<file path="src/rtl/q_learn_pkg.sv">
// Shared types and helpers for the Q-matrix update path.
package q_learn_pkg;

  localparam int Q_W   = 32;
  localparam int ACT_W = 2;

  typedef enum logic [2:0] {
    IDLE  = 3'd0,
    READ  = 3'd1,
    WAIT  = 3'd2,
    CALC  = 3'd3,
    WRITE = 3'd4
  } upd_fsm_t;

  // Clamp a 34-bit signed result into the signed 32-bit range.
  function automatic logic [Q_W-1:0] sat34to32(input logic signed [Q_W+1:0] v);
    logic [Q_W-1:0] r;
    if (v[Q_W+1:Q_W-1] == 3'b000 || v[Q_W+1:Q_W-1] == 3'b111) begin
      r = v[Q_W-1:0];
    end else if (v[Q_W+1]) begin
      r = {1'b1, {(Q_W-1){1'b0}}};
    end else begin
      r = {1'b0, {(Q_W-1){1'b1}}};
    end
    return r;
  endfunction

endpackage

</file>
<file path="src/rtl/q_delta_calc.sv">
// Combinational Q-learning datapath: q_old + alpha*(R + gamma*Qmax' - q_old).
// Q_UPD_SAT_EN selects saturating instead of wrapping 32-bit reduction.
module q_delta_calc
  import q_learn_pkg::*;
#(
  parameter int ALPHA_SHIFT = 2,
  parameter int GAMMA_SHIFT = 3
) (
  input  logic [Q_W-1:0] q_old,
  input  logic [Q_W-1:0] reward,
  input  logic [Q_W-1:0] qmax_next,
  output logic [Q_W-1:0] q_new
);

  logic signed [Q_W+1:0] q_old_x;
  logic signed [Q_W+1:0] reward_x;
  logic signed [Q_W+1:0] qmax_x;
  logic signed [Q_W+1:0] gq;
  logic signed [Q_W+1:0] delta;

  assign q_old_x  = {{2{q_old[Q_W-1]}}, q_old};
  assign reward_x = {{2{reward[Q_W-1]}}, reward};
  assign qmax_x   = {{2{qmax_next[Q_W-1]}}, qmax_next};

  // gamma = 1 - 2^-GAMMA_SHIFT, so gamma*Qmax' needs no multiplier
  assign gq    = qmax_x - (qmax_x >>> GAMMA_SHIFT);
  assign delta = reward_x + gq - q_old_x;

`ifdef Q_UPD_SAT_EN
  logic signed [Q_W+1:0] q_sum;
  assign q_sum = q_old_x + (delta >>> ALPHA_SHIFT);
  assign q_new = sat34to32(q_sum);
`else
  assign q_new = Q_W'(q_old_x + (delta >>> ALPHA_SHIFT));
`endif

endmodule

</file>
<file path="src/rtl/q_updater.sv">
// Q-matrix writer: read-modify-write of one (state, action) entry per request.
// Build option Q_UPD_SAT_EN enables saturation of the updated value.
//
// state | meaning
// IDLE  | ready for a request, registers request fields on accept
// READ  | RAM read strobe at {state, action}
// WAIT  | RAM data returns, captured into q_old
// CALC  | updated value registered into q_new
// WRITE | done pulse, write back when learning was set
module q_updater
  import q_learn_pkg::*;
#(
  parameter int S_W         = 6,
  parameter int ALPHA_SHIFT = 2,
  parameter int GAMMA_SHIFT = 3
) (
  input  logic                 clk,
  input  logic                 rst_n,
  input  logic                 learning,
  input  logic                 upd_valid,
  output logic                 upd_ready,
  input  logic [S_W-1:0]       upd_state,
  input  logic [ACT_W-1:0]     upd_action,
  input  logic [Q_W-1:0]       upd_reward,
  input  logic [Q_W-1:0]       upd_qmax_next,
  output logic                 mem_rd_en,
  output logic [S_W+ACT_W-1:0] mem_rd_addr,
  input  logic [Q_W-1:0]       mem_rd_data,
  output logic                 mem_wr_en,
  output logic [S_W+ACT_W-1:0] mem_wr_addr,
  output logic [Q_W-1:0]       mem_wr_data,
  output logic                 upd_done,
  output logic [Q_W-1:0]       q_new
);

  upd_fsm_t state, state_nxt;

  logic [S_W-1:0]   state_reg;
  logic [ACT_W-1:0] action_reg;
  logic [Q_W-1:0]   reward_reg;
  logic [Q_W-1:0]   qmax_reg;
  logic             learning_reg;
  logic [Q_W-1:0]   q_old;
  logic [Q_W-1:0]   q_calc;
  logic             accept;

  // Ready is masked while reset is held so nothing is accepted before release
  assign upd_ready = (state == IDLE) & rst_n;
  assign accept    = upd_valid & upd_ready;

  always_ff @(posedge clk or negedge rst_n) begin
    if (!rst_n) begin
      state <= IDLE;
    end else begin
      state <= state_nxt;
    end
  end

  always_comb begin
    state_nxt = state;
    mem_rd_en = 1'b0;
    mem_wr_en = 1'b0;
    upd_done  = 1'b0;
    unique case (state)
      IDLE: begin
        if (upd_valid) state_nxt = READ;
      end
      READ: begin
        mem_rd_en = 1'b1;
        state_nxt = WAIT;
      end
      WAIT:  state_nxt = CALC;
      CALC:  state_nxt = WRITE;
      WRITE: begin
        upd_done  = 1'b1;
        mem_wr_en = learning_reg;
        state_nxt = IDLE;
      end
      default: state_nxt = IDLE;
    endcase
  end

  always_ff @(posedge clk or negedge rst_n) begin
    if (!rst_n) begin
      state_reg    <= '0;
      action_reg   <= '0;
      reward_reg   <= '0;
      qmax_reg     <= '0;
      learning_reg <= 1'b0;
      q_old        <= '0;
      q_new        <= '0;
    end else begin
      if (accept) begin
        state_reg    <= upd_state;
        action_reg   <= upd_action;
        reward_reg   <= upd_reward;
        qmax_reg     <= upd_qmax_next;
        learning_reg <= learning;
      end
      if (state == WAIT) q_old <= mem_rd_data;
      if (state == CALC) q_new <= q_calc;
    end
  end

  q_delta_calc #(
    .ALPHA_SHIFT(ALPHA_SHIFT),
    .GAMMA_SHIFT(GAMMA_SHIFT)
  ) u_delta_calc (
    .q_old    (q_old),
    .reward   (reward_reg),
    .qmax_next(qmax_reg),
    .q_new    (q_calc)
  );

  assign mem_rd_addr = {state_reg, action_reg};
  assign mem_wr_addr = {state_reg, action_reg};
  assign mem_wr_data = q_new;

endmodule

</file>
<file path="config.mk">
export PLATFORM = sky130hd
export DESIGN_NAME = q_updater
export DESIGN_NICKNAME = d
export VERILOG_FILES = /design/src/rtl/q_learn_pkg.sv /design/src/rtl/q_delta_calc.sv /design/src/rtl/q_updater.sv
export SDC_FILE = /design/constraint.sdc
export NUM_CORES = 1
export LEC_CHECK = 0
export ABC_CLOCK_PERIOD_IN_PS = 15600
export CAP_MARGIN = 20
export CORE_ASPECT_RATIO = 1.2
export CORE_MARGIN = 8
export CORE_UTILIZATION = 58
export CTS_CLUSTER_DIAMETER = 40
export DETAILED_ROUTE_END_ITERATION = 16
export PLACE_DENSITY_LB_ADDON = 0.2
export SLEW_MARGIN = 15
export SYNTH_ARGS = -nofsm -noshare
export SYNTH_HDL_FRONTEND = slang
export SYNTH_SLANG_ARGS = --single-unit
export TNS_END_PERCENT = 20
</file>
<file path="constraint.sdc">
create_clock -name clk -period 15.6 [get_ports clk]
set_clock_uncertainty 0.2 [all_clocks]
set_input_delay 1.56 -clock clk [delete_from_list [all_inputs] [get_ports clk]]
set_output_delay 1.56 -clock clk [all_outputs]
set_load 0.05 [all_outputs]
</file>
==> metrics <==
num rows 53; CP Cell Sequence fa_1 > fa_1 > inv_1 > ha_1 > inv_1 > o311ai_2 > a41oi_1 > o21ai_0 > nand3_1 > a21boi_0 > o21a_1 > nor2_1 > xnor2_1 > ha_1 > a21oi_1 > o22ai_1 > o41ai_1 > o31ai_1 > a221o_1 > a221oi_1 > mux2i_1 > o311ai_0; final net count 1350; clk_lat worst skew 0.43 ns; Setup Viol. Count Final 0; Die Wd 136.3 µm; GRT Total Usage 0.2269; r2r setup slk 9.03 ns; final RePlAce weighted congestion 0.8746; Slowest-stage cell, CP fa_1; Initial Util 0.5843; Slew Limit Fails 0; maxcap violations 0; antenna cells 0; port bufs 191; Area Overhead vs Synth 23.96%; Worst EP required 15.68 ns; Post-synth EDFFs 0; Post-CTS Repair Setup Buffers 0; synth warn 0; I/O pin cnt 192; endpoint class of the critical path flop; flop and latch count out of synthesis 140; gate count after technology mapping 960; CP peak stage delay 0.52 ns; Arr. time, crit path 6.64 ns; Crit path max-delay family compound AO/OA/AOI/OAI gates; clock root cell clkbuf_16; DR pass1 iterations 5; CP bufs+invs 2; reg2reg path depth 22; status complete, no violations; CTS tree done; Final period util 0.4210; crit path from qmax_reg[5]; FF-to-FF End mem_wr_data[25]; R2R Path Start qmax_reg[5]; crit path max fanout 4; number of global-route vias before repair 7936; Final ANT Viol Nets 0; antenna violations before repair 0; Critical Path Sink mem_wr_data[25]; drc violations 0; prevailing post-synth register cell dfrtp_1; cts repair resizes 0; Filler cells 1281; Slew headroom 0.3463; Yosys cell types 67; Fin Hold WS 0.3038 ns; die area 21860 µm²; ys async rst share 1.000; achievable frequency 152.3 MHz; final hold viol count 0; core area 17240 µm²; Netlist Area Pre-Place 10070 µm²; Post-DP HPWL 17970 µm; DR vias 7310; Critical Path Source Type flop; Starting DRT DRC Count 449; RSZ-0062 raised after global routing false; Die H 160.4 µm; hold_buf cts 0; final WL 23390 µm; Hold Crit Class reg2reg; Wirelength per Cell 17.38 µm; Max clock buf depth 2; Synth top area share 0.3477; share of cells above drive strength 1 0.1341; clk slew on worst S/H paths 0.07 ns; TritonCTS Buffers 17; H-tree lvl count 4; Final min period 6.568 ns; clock sinks 140; Synth area leader dfrtp_1; syn_area_per_cell 10.49 µm²; most common cell in the synthesized netlist dfrtp_1; Vias/cell 5.431; Worst path depth 22; Setup TNS Final 0 ns; Worst-Margin Slew 0.9806 ns; grt ovf 0; Synth Net Count 1197; critical setup path kind reg2reg; first-pass GRT wire length 39430 µm; pin count of the biggest net entering global routing 77; Seq/Total Area, Yosys 0.3477; Area contributors post-synth dfrtp_1, fa_1, mux2_2, ha_1, inv_1; Post-synth top cells dfrtp_1, inv_1, mux2_2, nand2_1, ha_1
==> metal layers <==
metal  part of all wire  up-vias  wire length [µm]  global-route usage
li1                   -     3543                 -                   -
met1               0.40     3553              9409              0.2633
met2               0.53      173             12430              0.4000
met3              0.042       41               984             0.04281
met4              0.024        0               571             0.09255
met5                  0        -                 0                   0
==> placed cells by master (no fill, tap or decap), types with 4 or more instances in the layout <==
cell	synthesis	routed
fa_1	64	64
a21o_1	22	22
a31oi_1	5	5
nor2_1	33	33
o21bai_1	6	6
nand2_1	67	66
nor2b_1	5	5
clkinv_4	0	5
xor2_1	19	19
nand3_1	8	8
clkbuf_16	0	17
ha_1	65	65
a211oi_1	6	6
o21a_1	8	8
clkdlybuf4s50_1	0	190
nor3_1	15	15
and3_1	10	10
dfrtp_1	140	140
a21oi_1	41	41
o21ai_0	48	48
nand4_1	7	7
inv_1	129	129
xnor2_1	28	28
inv_6	0	4
mux2_2	95	95
nand2b_1	4	4
o31ai_1	8	8
==> final cells by class <==
class	count	area, µm²	share of cell area
clock inverter	14	136.4	0.01092
sequential	140	3503	0.2805
multi-input combinational	631	5724	0.4584
tap	220	275.3	0.02204
inverter	129	484.2	0.03877
timing repair buffer	194	1936	0.1550
clock buffer	18	429.2	0.03437
==> tightest hold or removal path: stages, from the launching register on <==
cell and delay, ns:
dfrtp_1 0.36, nand2_1 0.05, o21ai_0 0.06
==> cell families (layout without fill, tap and decap cells) <==
logic type,count (synthesis),in the layout,synth area share
AO/OA/AOI/OAI,189,189,0.1292
buffers and inverters,189,355,0.08532
AND/OR/NAND/NOR,169,169,0.08085
flip-flops,140,140,0.3477
adder cells (fa/ha/maj),129,129,0.2079
multiplexers,97,97,0.1082
XOR/XNOR,47,47,0.04086
==> how the worst min path moves through the flow <==
stage,slack [ns],to,cells past startpoint,start
floorplan,0.27,learning_reg,1,learning_reg
global placement,0.28,mem_wr_data[13],2,mem_wr_data[13]
detailed placement,0.29,reward_reg[22],1,reward_reg[22]
CTS,0.31,reward_reg[22],1,reward_reg[22]
global route,0.32,learning_reg,1,learning_reg
finish,0.30,mem_wr_data[9],2,mem_wr_data[9]
==> per-stage QoR <==
step / util / worst slack [ns] / instances / instance area [µm²]
after CTS: 0.7243 / 9.147 / 1346 / 12490
final: 0.7243 / 9.032 / 1346 / 12490
after floorplan: - / 9.929 / 960 / 10070
after global placement: 0.6915 / 9.385 / 1314 / 11920
after global routing: 0.7243 / 8.557 / 1346 / 12490
after detailed placement: 0.6915 / 9.189 / 1314 / 11920
Power is not shown: default switching activity piles up to over one toggle a cycle in this logic, so the estimate is an artifact.
